## src/rtl/traffic_light_controller.sv

```systemverilog
// rtl/traffic_light_controller.sv - intersection sequencer driving the Timer and street/pedestrian lamps
// Optional pedestrian request path is built only when WALK_REQUEST_EN is defined.
module traffic_light_controller #(
  parameter logic [3:0] T_BASE_DEF = 4'd6,
  parameter logic [3:0] T_EXT_DEF  = 4'd3,
  parameter logic [3:0] T_YEL_DEF  = 4'd2
) (
  input  logic       clk,
  input  logic       reset,
  input  logic       side_sensor,
  input  logic       walk_btn,
  input  logic       prog_sync,
  input  logic [1:0] time_param_selector,
  input  logic [3:0] time_value,
  input  logic       expired,
  output logic       start_timer,
  output logic [3:0] parm_value,
  output logic [2:0] main_light,
  output logic [2:0] side_light,
  output logic       walk_light
);

`ifdef WALK_REQUEST_EN
  localparam logic WALK_EN = 1'b1;
`else
  localparam logic WALK_EN = 1'b0;
`endif

  typedef enum logic [2:0] {
    INIT, MG_BASE, MG_EXT, MY, WALK, SG_BASE, SG_EXT, SY
  } state_t;

  localparam logic [2:0] RED = 3'b100;
  localparam logic [2:0] YEL = 3'b010;
  localparam logic [2:0] GRN = 3'b001;

  state_t     state;
  state_t     next_state;
  logic       enter;
  logic [3:0] base_reg;
  logic [3:0] ext_reg;
  logic [3:0] yel_reg;
  logic       walk_pending;
  logic       walk_req;
  logic [3:0] next_parm;
  logic [2:0] next_main;
  logic [2:0] next_side;
  logic       next_walk;

  assign walk_req = WALK_EN & walk_pending;

  // A start_timer cycle masks expired so a stale pulse cannot skip the new interval.
  always_comb begin
    next_state = state;
    enter      = 1'b0;
    if (state == INIT) begin
      next_state = MG_BASE;
      enter      = 1'b1;
    end else if (expired && !start_timer) begin
      enter = 1'b1;
      case (state)
        MG_BASE, MG_EXT: next_state = (side_sensor || walk_req) ? MY : MG_EXT;
        MY:              next_state = walk_req ? WALK : SG_BASE;
        WALK:            next_state = side_sensor ? SG_BASE : MG_BASE;
        SG_BASE:         next_state = side_sensor ? SG_EXT : SY;
        SG_EXT:          next_state = SY;
        SY:              next_state = MG_BASE;
        default:         next_state = MG_BASE;
      endcase
    end
  end

  always_comb begin
    next_parm = base_reg;
    next_main = RED;
    next_side = RED;
    next_walk = 1'b0;
    case (next_state)
      MG_BASE: begin next_parm = base_reg; next_main = GRN; end
      MG_EXT:  begin next_parm = ext_reg;  next_main = GRN; end
      MY:      begin next_parm = yel_reg;  next_main = YEL; end
      WALK:    begin next_parm = ext_reg;  next_walk = WALK_EN; end
      SG_BASE: begin next_parm = base_reg; next_side = GRN; end
      SG_EXT:  begin next_parm = ext_reg;  next_side = GRN; end
      SY:      begin next_parm = yel_reg;  next_side = YEL; end
      default: next_parm = base_reg;
    endcase
  end

  always_ff @(posedge clk or negedge reset) begin
    if (!reset) begin
      state        <= INIT;
      start_timer  <= 1'b0;
      parm_value   <= 4'd0;
      main_light   <= RED;
      side_light   <= RED;
      walk_light   <= 1'b0;
      walk_pending <= 1'b0;
      base_reg     <= T_BASE_DEF;
      ext_reg      <= T_EXT_DEF;
      yel_reg      <= T_YEL_DEF;
    end else begin
      // A new request in the WALK-entry cycle survives the clear.
      walk_pending <= WALK_EN & (walk_btn |
                      (walk_pending & ~(enter & ~prog_sync & (next_state == WALK))));
      if (prog_sync) begin
        case (time_param_selector)
          2'b00:   base_reg <= time_value;
          2'b01:   ext_reg  <= time_value;
          2'b10:   yel_reg  <= time_value;
          default: ;
        endcase
        state       <= INIT;
        start_timer <= 1'b0;
        main_light  <= RED;
        side_light  <= RED;
        walk_light  <= 1'b0;
      end else if (enter) begin
        state       <= next_state;
        start_timer <= 1'b1;
        parm_value  <= next_parm;
        main_light  <= next_main;
        side_light  <= next_side;
        walk_light  <= next_walk;
      end else begin
        start_timer <= 1'b0;
      end
    end
  end

endmodule
```

## config.mk

```make
export PLATFORM = sky130hd
export DESIGN_NAME = traffic_light_controller
export DESIGN_NICKNAME = d
export VERILOG_FILES = /design/src/rtl/traffic_light_controller.sv
export SDC_FILE = /design/constraint.sdc
export NUM_CORES = 1
export LEC_CHECK = 0
export BUFFER_PORTS_ARGS = -buffer_cell sky130_fd_sc_hd__buf_2
export CORE_UTILIZATION = 39
export CTS_CLUSTER_DIAMETER = 30
export CTS_CLUSTER_SIZE = 10
export DETAILED_ROUTE_END_ITERATION = 16
export GPL_TIMING_DRIVEN = 0
export MAX_ROUTING_LAYER = met4
export PLACE_DENSITY = 0.59
export SYNTH_ARGS = -nofsm -noshare
export SYNTH_HDL_FRONTEND = slang
export SYNTH_SLANG_ARGS = --single-unit
```

## constraint.sdc

```tcl
create_clock -name clk -period 3.4 [get_ports clk]
set_input_delay 0.17 -clock clk [delete_from_list [all_inputs] [get_ports clk]]
set_output_delay 0.17 -clock clk [all_outputs]
set_load 0.02 [all_outputs]
```

Word level (Yosys, flattened, before mapping)
Index checks and enable logic that the tools add are counted.
- output and inout bits: 12
- bits in registers: 27
- input bits: 12
- muxes and demuxes: 21
- reductions and logical operators: 14
- eq/ne operators: 15
- bitwise logic cells: 1
- operators by type and width (cell ; number):
    $mux 3 ; 9
    $eq 3x3->1 const B ; 7
    $pmux 3 s5 ; 1
    $eq 3x2->1 const B ; 4
    $pmux 3 s2 ; 2
    $mux 1 ; 8
    $pmux 4 s2 ; 1
    $reduce_and 2->1 ; 4
    $reduce_or 2->1 ; 4
    $eq 3x1->1 const B ; 2
    $logic_not 3->1 ; 1
    $reduce_or 3->1 ; 1
    $eq 2x1->1 const B ; 1
    $eq 2x2->1 const B ; 1
    $logic_not 2->1 ; 1
    $reduce_bool 2->1 ; 1
    $logic_and 1x1->1 ; 1
    $logic_not 1->1 ; 1
    $not 1->1 ; 1

Depth between registers and ports, before layout
- word-level depth: 10
- mapped depth: 8
- mapped depth without buffers: 8

Worst setup path after synthesis
No wires, ideal clock.
- kind: reg-to-reg
- start: register state[0]
- end: register main_light[1]
- setup time: 0.122 ns
- path buffers: 1
- cell stages (with the launch flop): 9
- arrival time: 1.669 ns
- setup slack: 1.610 ns
- cells stage by stage: dfrtp_1 inv_1 ha_1 and4bb_1 o21ai_1 a21o_1 buf_6 and2_4 a32o_1
- longest elaborated chain between the ends: 10
- elaborated cells on any way between the ends: 20
- classes of those cells: eq/ne (9); mux (7); reduce/logical (4)
- ends and longest elaborated chain (what ; line ; text):
    from (decl) ; 37 ; state_t state;
    from (signal assigned) ; 119 ; state <= next_state;
    $eq 3x1->1 / $eq 3x2->1 (equally long branches) ; 61 ; case (state)
    $reduce_or 2->1 ; 61 ;
    $pmux 3 s5 ; 61 ;
    $mux 3 ; 59 ; end else if (expired && !start_timer) begin
    $mux 3 ; 56 ; if (state == INIT) begin
    $eq 3x2->1 / $eq 3x1->1 (equally long branches) ; 78 ; case (next_state)
    $reduce_or 2->1 (no line) ; -- ;
    $pmux 3 s2 ; 78 ;
    $mux 3 ; 118 ; end else if (enter) begin
    $mux 3 ; 106 ; if (prog_sync) begin
    to (signal assigned) ; 122 ; main_light <= next_main;
    to (decl) ; 18 ; output logic [2:0] main_light,
Several ways; a longest one is shown, not always the timed one. The select of a mux whose other input is x is not followed.
A chain may end at the register's enable or synchronous reset.

Final worst setup path
- start: register state[0]
- end: register side_light[2]
- longest elaborated chain between the ends: 10
- elaborated cells on any way between the ends: 20
- classes of those cells: eq/ne (9); mux (7); reduce/logical (4)
- ends and longest elaborated chain (what ; line ; text):
    $eq 3x1->1 / $eq 3x2->1 (equally long branches) ; 61 ;
    $reduce_or 2->1 ; 61 ;
    $pmux 3 s5 ; 61 ;
    $mux 3 ; 59 ;
    $mux 3 ; 56 ;
    $eq 3x3->1 ; 78 ;
    $reduce_or 2->1 (no line) ; -- ;
    $pmux 3 s2 ; 78 ;
    $mux 3 ; 118 ;
    $mux 3 ; 106 ;
    to (signal assigned) ; 123 ; side_light <= next_side;
    to (decl) ; 19 ; output logic [2:0] side_light,
Several ways; a longest one is shown, not always the timed one. The select of a mux whose other input is x is not followed.

==> run summary <==
On the final layout, the worst clock skew is 0.00569 ns. The die covers 0.00356 sq mm. The time the worst path needs with I/O delays and setup is ~2.0 ns. The clock network burns about 28% of the power. The library cell used most frequently in the layout, excluding fill and tap cells, is buf_2. Across every metal layer, demand over resource in global routing totals 18.6%. Setup violations remaining at the end of the flow were counted as 0. Of the synthesized area, sequential elements account for 50.8%. The gate count of the mapped netlist is 108. The weighted congestion at the end of routability-driven global placement came out at 0.733.

The part of the cycle the worst path needs is slightly below 60%. The share of cell area taken by muxes after synthesis is 11.3%. The post-CTS setup buffer count came out at 0. The number of warnings issued by yosys is 0.

After Yosys synthesis, and, or, nand and nor cells account for 14.4% of the synthesized area. Counting along the longest clock path gives a buffer depth of 2. The clock slew at the register clock pins of the worst setup and hold paths is 0.14 ns. The average instance area after synthesis came out at 12.0 sq um. The classification of the worst-slack hold path is in2reg. The synthesized design contains 26 register bits. CTS built an H-tree with a depth of 1. Walking the worst path, the cells encountered are inv_1, ha_1, and4bb_1, o21ai_1, a211oi_2, a21o_4, o22a_1.

The routed length per placed instance is 14.9 um. The number of global-route vias before repair is 1,001. The initial cell density of the core came out at 41.9%. For this run, the detailed router's first-pass iteration total came to 4. TritonCTS built the clock tree. The placeable core region came out at 0.00310 sq mm. The top-level port count is 24. The cell count of the worst reg-to-reg path came out at 7. Of the total synthesized cell area, the portion taken by XOR and XNOR cells is 0%. STA classifies the critical path startpoint as a register. The synthesized design contains 0 enable-type register cells.

The data required time at the worst endpoint is 3.68 ns. Across the VDD grid, the largest voltage drop is 0.325 mV. The critical path in this run is classified as reg2reg. The maximum cell stage delay along the critical path came out at 0.52 ns. In this run switching power makes up 27.6% of total power. The net switching power figure came out at 0.212 mW. The worst slew margin relative to its limit came out at 53.3%.

The fraction of synthesis flops using an asynchronous set or reset pin is 100%. The detailed-placement wirelength estimate is 1990 um. The largest net degree at the start of global routing came out at 27. The residual DRC count is 0. Row generation in the floorplan step produced 20 rows. The fraction of power consumed by sequential logic is 50.6%. STA classifies the critical path endpoint as a register. The first global-routing pass estimated 4650 um of wire. The hold violation count in the final report is 0. The total clock sinks came out at 26. The launching point of the worst reg2reg path is state[0]$_DFFE_PN0P_. The layout overhead on the synthesized area came out at 16.8%. The number of buffers added on ports is 20.

The CTS buffer count came out at 3. The power per cell area is 506 mW/mm^2. The final hold slack is 0.0867 ns. The maximum fanout along the worst path is 6.

The peak clock frequency supported by timing is roughly 0.5 GHz. Summed over all cells, the static leakage comes to 0.666 nW. The combinational share of power came out at 21.6%.

For this run the aggregate overflow at the end of global routing stands at 0. The number of distinct library cells after synthesis came out at 37. Internal power comes to 0.555 mW. The tree is rooted in a clkbuf_4. The flow ran to the end, and the final reports show no timing, DRC or antenna violations.

After Yosys synthesis, full adders, half adders and majority gates account for 3.85% of the synthesized area. The fraction of final layout cells with drive strength greater than 1 came out at 39.8%. The arrival time reported for the critical path endpoint came out at 2.29 ns.

After the first detailed-routing iteration, the DRC count stood at 43. The synthesized cell area is 0.00130 sq mm. For the pin with the worst max-slew slack, the measured transition is 0.699 ns. The count of pins over their slew limit was 0. Summing the areas of all compound-gate instances in the mapped netlist gives 16.6% of the synthesized area. The height of the die came out at 59.7 um. Clock latency on the worst-skew pair, taken at its later pin, is 0.33 ns. For this run, the post-layout net count is 150. The library cells used most frequently in the layout, excluding fill and tap cells, are buf_2, dfrtp_1, mux2_2.

Across all layers, the routed design uses 946 vias. After synthesis, the largest family of logic cells by area is compound AO/OA/AOI/OAI gates. Setup repair after global routing left no endpoint under its margin. The total wire length is 2640 um. The destination of the worst register-to-register timing path is side_light[2]$_DFFE_PN1P_. The setup slack of the most critical reg-to-reg path came out at around 1.4 ns. The number of max-cap violations is 0.

In this run, post-CTS repair resized a total of 0 instances. The floorplan step set the die width to 59.7 um. The count of antenna diodes in the layout came out at 0.

Dividing the detail-routed via count by the number of cells gives 5.34. The net count after synthesis came out at 124. In the synthesized netlist the dominant register cell turns out to be dfrtp_1. The critical path ends at side_light[2]$_DFFE_PN1P_.

The cell at the slowest stage of the critical path is a211oi_2. The most critical setup path has its startpoint at state[0]$_DFFE_PN0P_. The setup total negative slack came out at 0 ns. The number of antenna violations at the first check in global routing came out at 0. The number of nets with antenna violations after routing is 0.
-- layout make-up --
cell class                      instances  area [sq um]
Timing Repair Buffer                   21           110
Buffer                                  3          22.5
Fill cell                             313          1590
Inverter                                4          15.0
Tap cell                               44          55.1
Sequential cell                        26           659
Clock inverter                          1          30.0
Clock buffer                            3          22.5
Multi-Input combinational cell         75           602
-- through the flow --
| stage | instances | setup slack [ns] | instance area, sq um | total power, mW | util [%] |
|---|---|---|---|---|---|
| final | 177 | 1.39 | 1520 | 0.767 | 48.9 |
| after detailed placement | 172 | 1.43 | 1450 | 0.560 | 46.9 |
| after CTS | 177 | 1.38 | 1520 | 0.774 | 48.9 |
| after global routing | 177 | 1.23 | 1520 | 0.814 | 48.9 |
| after global placement | 172 | 1.44 | 1450 | 0.554 | 46.9 |
| after floorplan | 108 | 1.61 | 1300 | 0.504 | - |
-- critical path: cells and delay by family (launching register included) --
| family | cells | cell delay [ns] |
|---|---|---|
| flops | 1 | 0.40 |
| simple gates | 1 | 0.26 |
| compound gates | 4 | 0.95 |
| buf+inv | 1 | 0.08 |
| fa+ha+maj | 1 | 0.26 |
-- worst min path at each step --
stage / startpoint / end / slack, ns / cells after the start
CTS: time_value[3] / base_reg[3]$_DFFE_PN0P_ / 0.08 / 2
detailed placement: reset / main_light[1]$_DFFE_PN0P_ / 0.20 / 1
finish: time_value[3] / base_reg[3]$_DFFE_PN0P_ / 0.09 / 2
floorplan: reset / base_reg[0]$_DFFE_PN0P_ / -0.13 / 0
global route: time_value[1] / ext_reg[1]$_DFFE_PN1P_ / 0.08 / 2
global placement: reset / main_light[1]$_DFFE_PN0P_ / 0.19 / 1
-- cell families (layout without fill, tap and decap cells) --
kind of cell	count (synthesis)	in the layout
AO/OA/AOI/OAI	26	26
buffers and inverters	7	32
multiplexers	13	13
adder cells (fa/ha/maj)	4	4
other	1	1
AND/OR/NAND/NOR	31	31
flip-flops	26	26
-- power groups by stage --
stage | Combinational [mW] | Sequential [mW] | Clock (mW)
2_1_floorplan | 0.0951 | 0.409 | 0
3_3_place_gp | 0.161 | 0.393 | 0
3_5_place_dp | 0.166 | 0.395 | 0
4_1_cts | 0.168 | 0.389 | 0.218
5_1_grt | 0.184 | 0.395 | 0.236
6_report | 0.166 | 0.388 | 0.213
-- cells in the mapped netlist, types with 2 or more instances --
| library cell | number | share of area (%) |
|---|---|---|
| a31oi_1 | 8 | 3.9 |
| a32o_1 | 2 | 1.5 |
| and2b_1 | 2 | 1.2 |
| dfrtp_1 | 19 | 37 |
| dfstp_2 | 7 | 14 |
| ha_1 | 4 | 3.9 |
| inv_1 | 3 | 0.87 |
| mux2_2 | 13 | 11 |
| nand2_1 | 4 | 1.2 |
| nand2b_1 | 2 | 0.96 |
| nand3_1 | 4 | 1.5 |
| nand3b_1 | 2 | 1.2 |
| nor2_1 | 9 | 2.6 |
| o211ai_1 | 4 | 2.3 |
| o22a_1 | 2 | 1.3 |
| o31ai_1 | 2 | 1.2 |
-- per-layer routing --
metal	global-route usage [%]	vias up	share of wire (%)
li1	-	450	-
met1	22.5	473	45
met2	31.4	18	51
met3	2.60	5	3.1
met4	6.98	0	1.4
met5	-	-	0
-- repair_timing --
action	in CTS	in global routing
hold buffers	1	0
endpoints found under the setup margin	0	0
endpoints found under the hold margin	19	0
(Power assumes the default switching activity.)
